--- src/rtl/dut_or_fifo.sv ---
// Register-mapped OR accelerator: operand FIFOs A/B feed a compute step that pushes A|B into FIFO Y.
// Optional OVERFLOW_STATUS_EN adds a sticky dropped-write flag readable at address 6.
module dut_or_fifo #(
  parameter int unsigned AB_DEPTH = 2,
  parameter int unsigned Y_DEPTH  = 1
) (
  input  logic       CLK,
  input  logic       RST_N,
  input  logic [2:0] write_address,
  input  logic       write_data,
  input  logic       write_en,
  output logic       write_rdy,
  input  logic [2:0] read_address,
  input  logic       read_en,
  output logic       read_data,
  output logic       read_rdy
);

  localparam int unsigned AB_PW = (AB_DEPTH > 1) ? $clog2(AB_DEPTH) : 1;
  localparam int unsigned AB_CW = $clog2(AB_DEPTH + 1);
  localparam int unsigned Y_PW  = (Y_DEPTH > 1) ? $clog2(Y_DEPTH) : 1;
  localparam int unsigned Y_CW  = $clog2(Y_DEPTH + 1);

  logic [AB_DEPTH-1:0] a_mem, b_mem;
  logic [Y_DEPTH-1:0]  y_mem;
  logic [AB_PW-1:0]    a_wr_ptr, a_rd_ptr, b_wr_ptr, b_rd_ptr;
  logic [Y_PW-1:0]     y_wr_ptr, y_rd_ptr;
  logic [AB_CW-1:0]    a_cnt, b_cnt;
  logic [Y_CW-1:0]     y_cnt;

  logic a_full, a_empty, b_full, b_empty, y_full, y_empty;
  logic a_push, b_push, y_pop, fire, y_in;

  function automatic logic [AB_PW-1:0] ab_next(input logic [AB_PW-1:0] p);
    return (p == AB_PW'(AB_DEPTH - 1)) ? '0 : p + AB_PW'(1);
  endfunction

  function automatic logic [Y_PW-1:0] y_next(input logic [Y_PW-1:0] p);
    return (p == Y_PW'(Y_DEPTH - 1)) ? '0 : p + Y_PW'(1);
  endfunction

  assign write_rdy = 1'b1;
  assign read_rdy  = 1'b1;

  // All full/empty decisions come from pre-edge occupancy; no pass-through.
  assign a_full  = (a_cnt == AB_CW'(AB_DEPTH));
  assign a_empty = (a_cnt == '0);
  assign b_full  = (b_cnt == AB_CW'(AB_DEPTH));
  assign b_empty = (b_cnt == '0);
  assign y_full  = (y_cnt == Y_CW'(Y_DEPTH));
  assign y_empty = (y_cnt == '0);

  assign a_push = write_en && (write_address == 3'd4) && !a_full;
  assign b_push = write_en && (write_address == 3'd5) && !b_full;
  assign y_pop  = read_en && (read_address == 3'd3) && !y_empty;
  assign fire   = !a_empty && !b_empty && !y_full;
  assign y_in   = a_mem[a_rd_ptr] | b_mem[b_rd_ptr];

  always_ff @(posedge CLK) begin
    if (!RST_N) begin
      a_mem    <= '0;
      b_mem    <= '0;
      y_mem    <= '0;
      a_wr_ptr <= '0;
      a_rd_ptr <= '0;
      b_wr_ptr <= '0;
      b_rd_ptr <= '0;
      y_wr_ptr <= '0;
      y_rd_ptr <= '0;
      a_cnt    <= '0;
      b_cnt    <= '0;
      y_cnt    <= '0;
    end else begin
      if (a_push) begin
        a_mem[a_wr_ptr] <= write_data;
        a_wr_ptr        <= ab_next(a_wr_ptr);
      end
      if (b_push) begin
        b_mem[b_wr_ptr] <= write_data;
        b_wr_ptr        <= ab_next(b_wr_ptr);
      end
      if (fire) begin
        a_rd_ptr        <= ab_next(a_rd_ptr);
        b_rd_ptr        <= ab_next(b_rd_ptr);
        y_mem[y_wr_ptr] <= y_in;
        y_wr_ptr        <= y_next(y_wr_ptr);
      end
      if (y_pop) y_rd_ptr <= y_next(y_rd_ptr);
      a_cnt <= a_cnt + AB_CW'(a_push) - AB_CW'(fire);
      b_cnt <= b_cnt + AB_CW'(b_push) - AB_CW'(fire);
      y_cnt <= y_cnt + Y_CW'(fire) - Y_CW'(y_pop);
    end
  end

`ifdef OVERFLOW_STATUS_EN
  logic ovf;
  logic ovf_set;

  assign ovf_set = write_en && (((write_address == 3'd4) && a_full) ||
                                ((write_address == 3'd5) && b_full));

  // Set wins over a same-cycle clearing read.
  always_ff @(posedge CLK) begin
    if (!RST_N)                                  ovf <= 1'b0;
    else if (ovf_set)                            ovf <= 1'b1;
    else if (read_en && (read_address == 3'd6))  ovf <= 1'b0;
  end
`endif

  always_comb begin
    read_data = 1'b0;
    case (read_address)
      3'd0: read_data = !a_full;
      3'd1: read_data = !b_full;
      3'd2: read_data = !y_empty;
      3'd3: read_data = y_empty ? 1'b0 : y_mem[y_rd_ptr];
`ifdef OVERFLOW_STATUS_EN
      3'd6: read_data = ovf;
`endif
      default: read_data = 1'b0;
    endcase
  end

endmodule

--- config.mk ---
export PLATFORM = sky130hd
export DESIGN_NAME = dut_or_fifo
export DESIGN_NICKNAME = d
export VERILOG_FILES = /design/src/rtl/dut_or_fifo.sv
export SDC_FILE = /design/constraint.sdc
export NUM_CORES = 1
export LEC_CHECK = 0
export ABC_CLOCK_PERIOD_IN_PS = 1910
export BUFFER_PORTS_ARGS = -buffer_cell sky130_fd_sc_hd__buf_2
export CAP_MARGIN = 30
export CORE_MARGIN = 2
export CORE_UTILIZATION = 47
export CTS_CLUSTER_SIZE = 30
export DETAILED_ROUTE_END_ITERATION = 6
export GPL_ROUTABILITY_DRIVEN = 0
export PLACE_DENSITY = 0.72
export SETUP_SLACK_MARGIN = 0.1
export SYNTH_ARGS = -nofsm -noshare
export SYNTH_HDL_FRONTEND = slang
export SYNTH_SLANG_ARGS = --single-unit
--- constraint.sdc ---
create_clock -name CLK -period 1.91 [get_ports CLK]
set_input_delay 0.0955 -clock CLK [delete_from_list [all_inputs] [get_ports CLK]]
set_output_delay 0.0955 -clock CLK [all_outputs]
set_load 0.01 [all_outputs]
==> impl_metrics.ini <==
[power]
p_per_area_nw_per_um2 = 611
clkPwrFrac_pct = 37.4
seq_power_share_pct = 53.0
power_leakage_nw = 0.438
switching_share_pct = 23.1
internal_power_mw = 0.439
power_frac_comb_pct = 9.6
power_switching_mw = 0.132
ir_drop_mv = 0.547

[clocking]
clk_path_buf_depth = 2
cts_sinks = 14
numCtsBuffers = 3
root_buffer = clkbuf_4
holdBufCountCts = 0
insertion_delay_ns = 0.29
cts-htree-levels = 1
path_clk_slew_ns = 0.09
cts_tree = done

[logic_synthesis]
ys_warn_count = 0
syn_area_per_cell_sq_um = 9.36
seq_area_frac_synth_pct = 37.0
ys_ff_latch = 14
synth.distinct_cells = 34
syn_area_sq_um = 758
syn_inst = 81

[critical_path]
path_buf_inv = 1
startpoint = a_cnt[1]$_SDFF_PN0_
cp_cell_sequence = nor2b_4 > or3_4 > ha_4 > inv_2 > ha_4 > xor2_2 > and2_4 > nor3_2
cp_top_family = simple AND/OR/NAND/NOR gates
end_kind = flip-flop
crit-reg2reg-launch = a_cnt[1]$_SDFF_PN0_
critPathArrivalTime_ns = 2.00
crit_end = a_cnt[1]$_SDFF_PN0_
slowest_stage = or3_4
cp_data_required_time_ns = 2.13
rr_worst_depth = 8
critPathMaxStageDelay_ns = 0.37
crit_type = flip-flop to flip-flop
worstReg2RegEnd = a_cnt[1]$_SDFF_PN0_
worstPathMaxFanout = 2
cp-start-kind = flip-flop
worst-path-stages = 8
reg2reg_slack_ns = 0.12
cpMostUsedCell = ha_4

[timing]
fin_crit_ns = 1.79
tns_ns = 0
setup_viol = 0
post-route-period-util_pct = 93.5
hold_viol = 0
maxSlewViolCount = 0
skew_ns = 0.00822
grt_setup_unrepaired = yes
fmax_mhz = 560

[min_path]
hp-class = primary input to flip-flop

[placement]
port_buffers = 11
dpl-instance-area_sq_um = 833
dpl.hpwl_um = 1070

[final_layout]
n_antenna_cell = 0
synthToLayoutAreaGrowth_pct = 23.1
finish.instance_area_sq_um = 933
layout_common_cells = dfxtp_1, buf_2, nand2_1
nets = 113
seqCellArea_sq_um = 283
multi_input_area_sq_um = 498
final_common_cell = dfxtp_1
drive_above_1_share_pct = 36.1
nFillCells = 140

[global_route]
grt_use_total_pct = 17.1
grt_max_degree = 15
gr-total-overflow = 0
grt_pass1_vias = 557
grt_antenna_before_repair = 0
grt_pass1_wl_um = 2320

[routing]
antenna_left = 0
detail_route.iter0.violations = 6
dr.pass1.iters = 2
drc = 0
vias_per_cell = 5.36
vias = 606
wl_per_cell_um = 12.2
routed_wl_um = 1380

[outcome]
status = completed

[floorplan]
ios = 14
dieWidth_um = 44.2
dieHeight_um = 44.2
core_area_sq_um = 1510
placementRows = 14
die_area_sq_um = 1950
start_util_pct = 50.3

[run]
max_cap_violations = 0
## logic make-up (layout without fill, tap and decap cells)
logic type                 count (synthesis)  in the layout  synth area share, %
adders and majority gates                  4              4                 6.60
and+or+nand+nor                           34             34                 27.7
xor gates and xnor gates                   2              2                 2.31
muxes                                      8              8                 11.4
AOI/OAI and AO/OA                         10             10                 9.57
buffers and inverters                      8             23                 4.95
DFF                                       14             14                 37.0
other                                      1              2                0.495
## layout make-up
class                           count  share of cell area, %
Clock buffer                        4                   3.89
Sequential cell                    14                   30.3
Tap cell                           16                   2.14
Inverter                            5                   2.01
Timing Repair Buffer               14                   8.31
Multi-Input combinational cell     60                   53.4
## power by group through the flow
| stage | Sequential [mW] | Clock [mW] | Combinational (mW) |
|---|---|---|---|
| global route | 0.304 | 0.242 | 0.0630 |
| global placement | 0.308 | 0 | 0.0501 |
| CTS | 0.302 | 0.221 | 0.0533 |
| detailed placement | 0.308 | 0 | 0.0515 |
| finish | 0.303 | 0.213 | 0.0548 |
| floorplan | 0.307 | 0 | 0.0327 |
## Yosys cell counts, drive strengths merged
cell / instances / area [sq um]
a2111oi: 1 / 8.76
a21oi: 2 / 10.0
and2: 4 / 25.0
and3b: 1 / 8.76
buf: 2 / 15.0
clkbuf: 1 / 3.75
conb: 1 / 3.75
dfxtp: 14 / 280
ha: 4 / 50.1
inv: 5 / 18.8
mux2: 2 / 26.3
mux2i: 6 / 60.1
nand2: 8 / 30.0
nand2b: 3 / 18.8
nand3: 1 / 5.00
nand3b: 1 / 20.0
nand4: 1 / 6.26
nor2: 4 / 15.0
nor2b: 2 / 12.5
nor3: 3 / 15.0
nor3b: 1 / 7.51
nor4b: 1 / 8.76
o211a: 1 / 10.0
o21a: 1 / 7.51
o21ai: 1 / 5.00
o21bai: 1 / 7.51
o31a: 1 / 8.76
o31ai: 2 / 15.0
or3: 1 / 7.51
or4: 3 / 30.0
xor2: 2 / 17.5
## registers in the layout, indices dropped and copies added (netlist names)
signal,cells
b_mem,2
b_rd_ptr,1
b_cnt,2
a_rd_ptr,1
a_mem,2
b_wr_ptr,1
a_cnt,2
a_wr_ptr,1
y_cnt,1
y_mem,1
## worst min path at each step
| stage | cells after the start | end | slack [ns] | from |
|---|---|---|---|---|
| after floorplan | 2 | b_rd_ptr$_SDFFE_PN0P_ | 0.25 | RST_N |
| after global placement | 3 | b_mem[1]$_SDFFE_PN0P_ | 0.43 | write_data |
| after detailed placement | 3 | y_cnt$_SDFF_PN0_ | 0.44 | read_address[2] |
| after CTS | 3 | y_cnt$_SDFF_PN0_ | 0.14 | read_address[2] |
| after global routing | 2 | y_mem$_SDFFE_PN0P_ | 0.15 | RST_N |
| final | 3 | y_cnt$_SDFF_PN0_ | 0.15 | read_address[2] |
## per-layer routing
| metal | global-route usage [%] | wire (um) | vias to the layer above |
|---|---|---|---|
| met3 | 8.57 | 85 | 5 |
| met1 | 19.0 | 612 | 276 |
| li1 | - | - | 313 |
| met5 | 0 | 0 | - |
| met4 | 7.27 | 22 | 0 |
| met2 | 27.6 | 658 | 12 |
## repair_timing
item,in CTS,in global routing
setup buffers,1,0
gates cloned,0,0
pin swaps,0,5
gates resized for setup,3,10
setup endpoints to repair,1,2
## metrics by stage
step / setup WS, ns / total power, mW / instances / util (%) / hold WS, ns
final: 0.124 / 0.571 / 113 / 62.0 / 0.150
after global routing: 0.0551 / 0.609 / 113 / 62.0 / 0.154
after CTS: 0.146 / 0.575 / 113 / 59.4 / 0.145
after detailed placement: 0.0366 / 0.360 / 108 / 55.3 / 0.440
after global placement: 0.105 / 0.358 / 108 / 55.3 / 0.433
after floorplan: 0.105 / 0.340 / 82 / - / 0.250
## tightest hold or removal path, delay by kind of cell
family                 cells  cell delay, ns
AOI/OAI and AO/OA          2            0.22
buffers and inverters      1            0.08
Note: power is estimated with default switching activity, not from simulation.
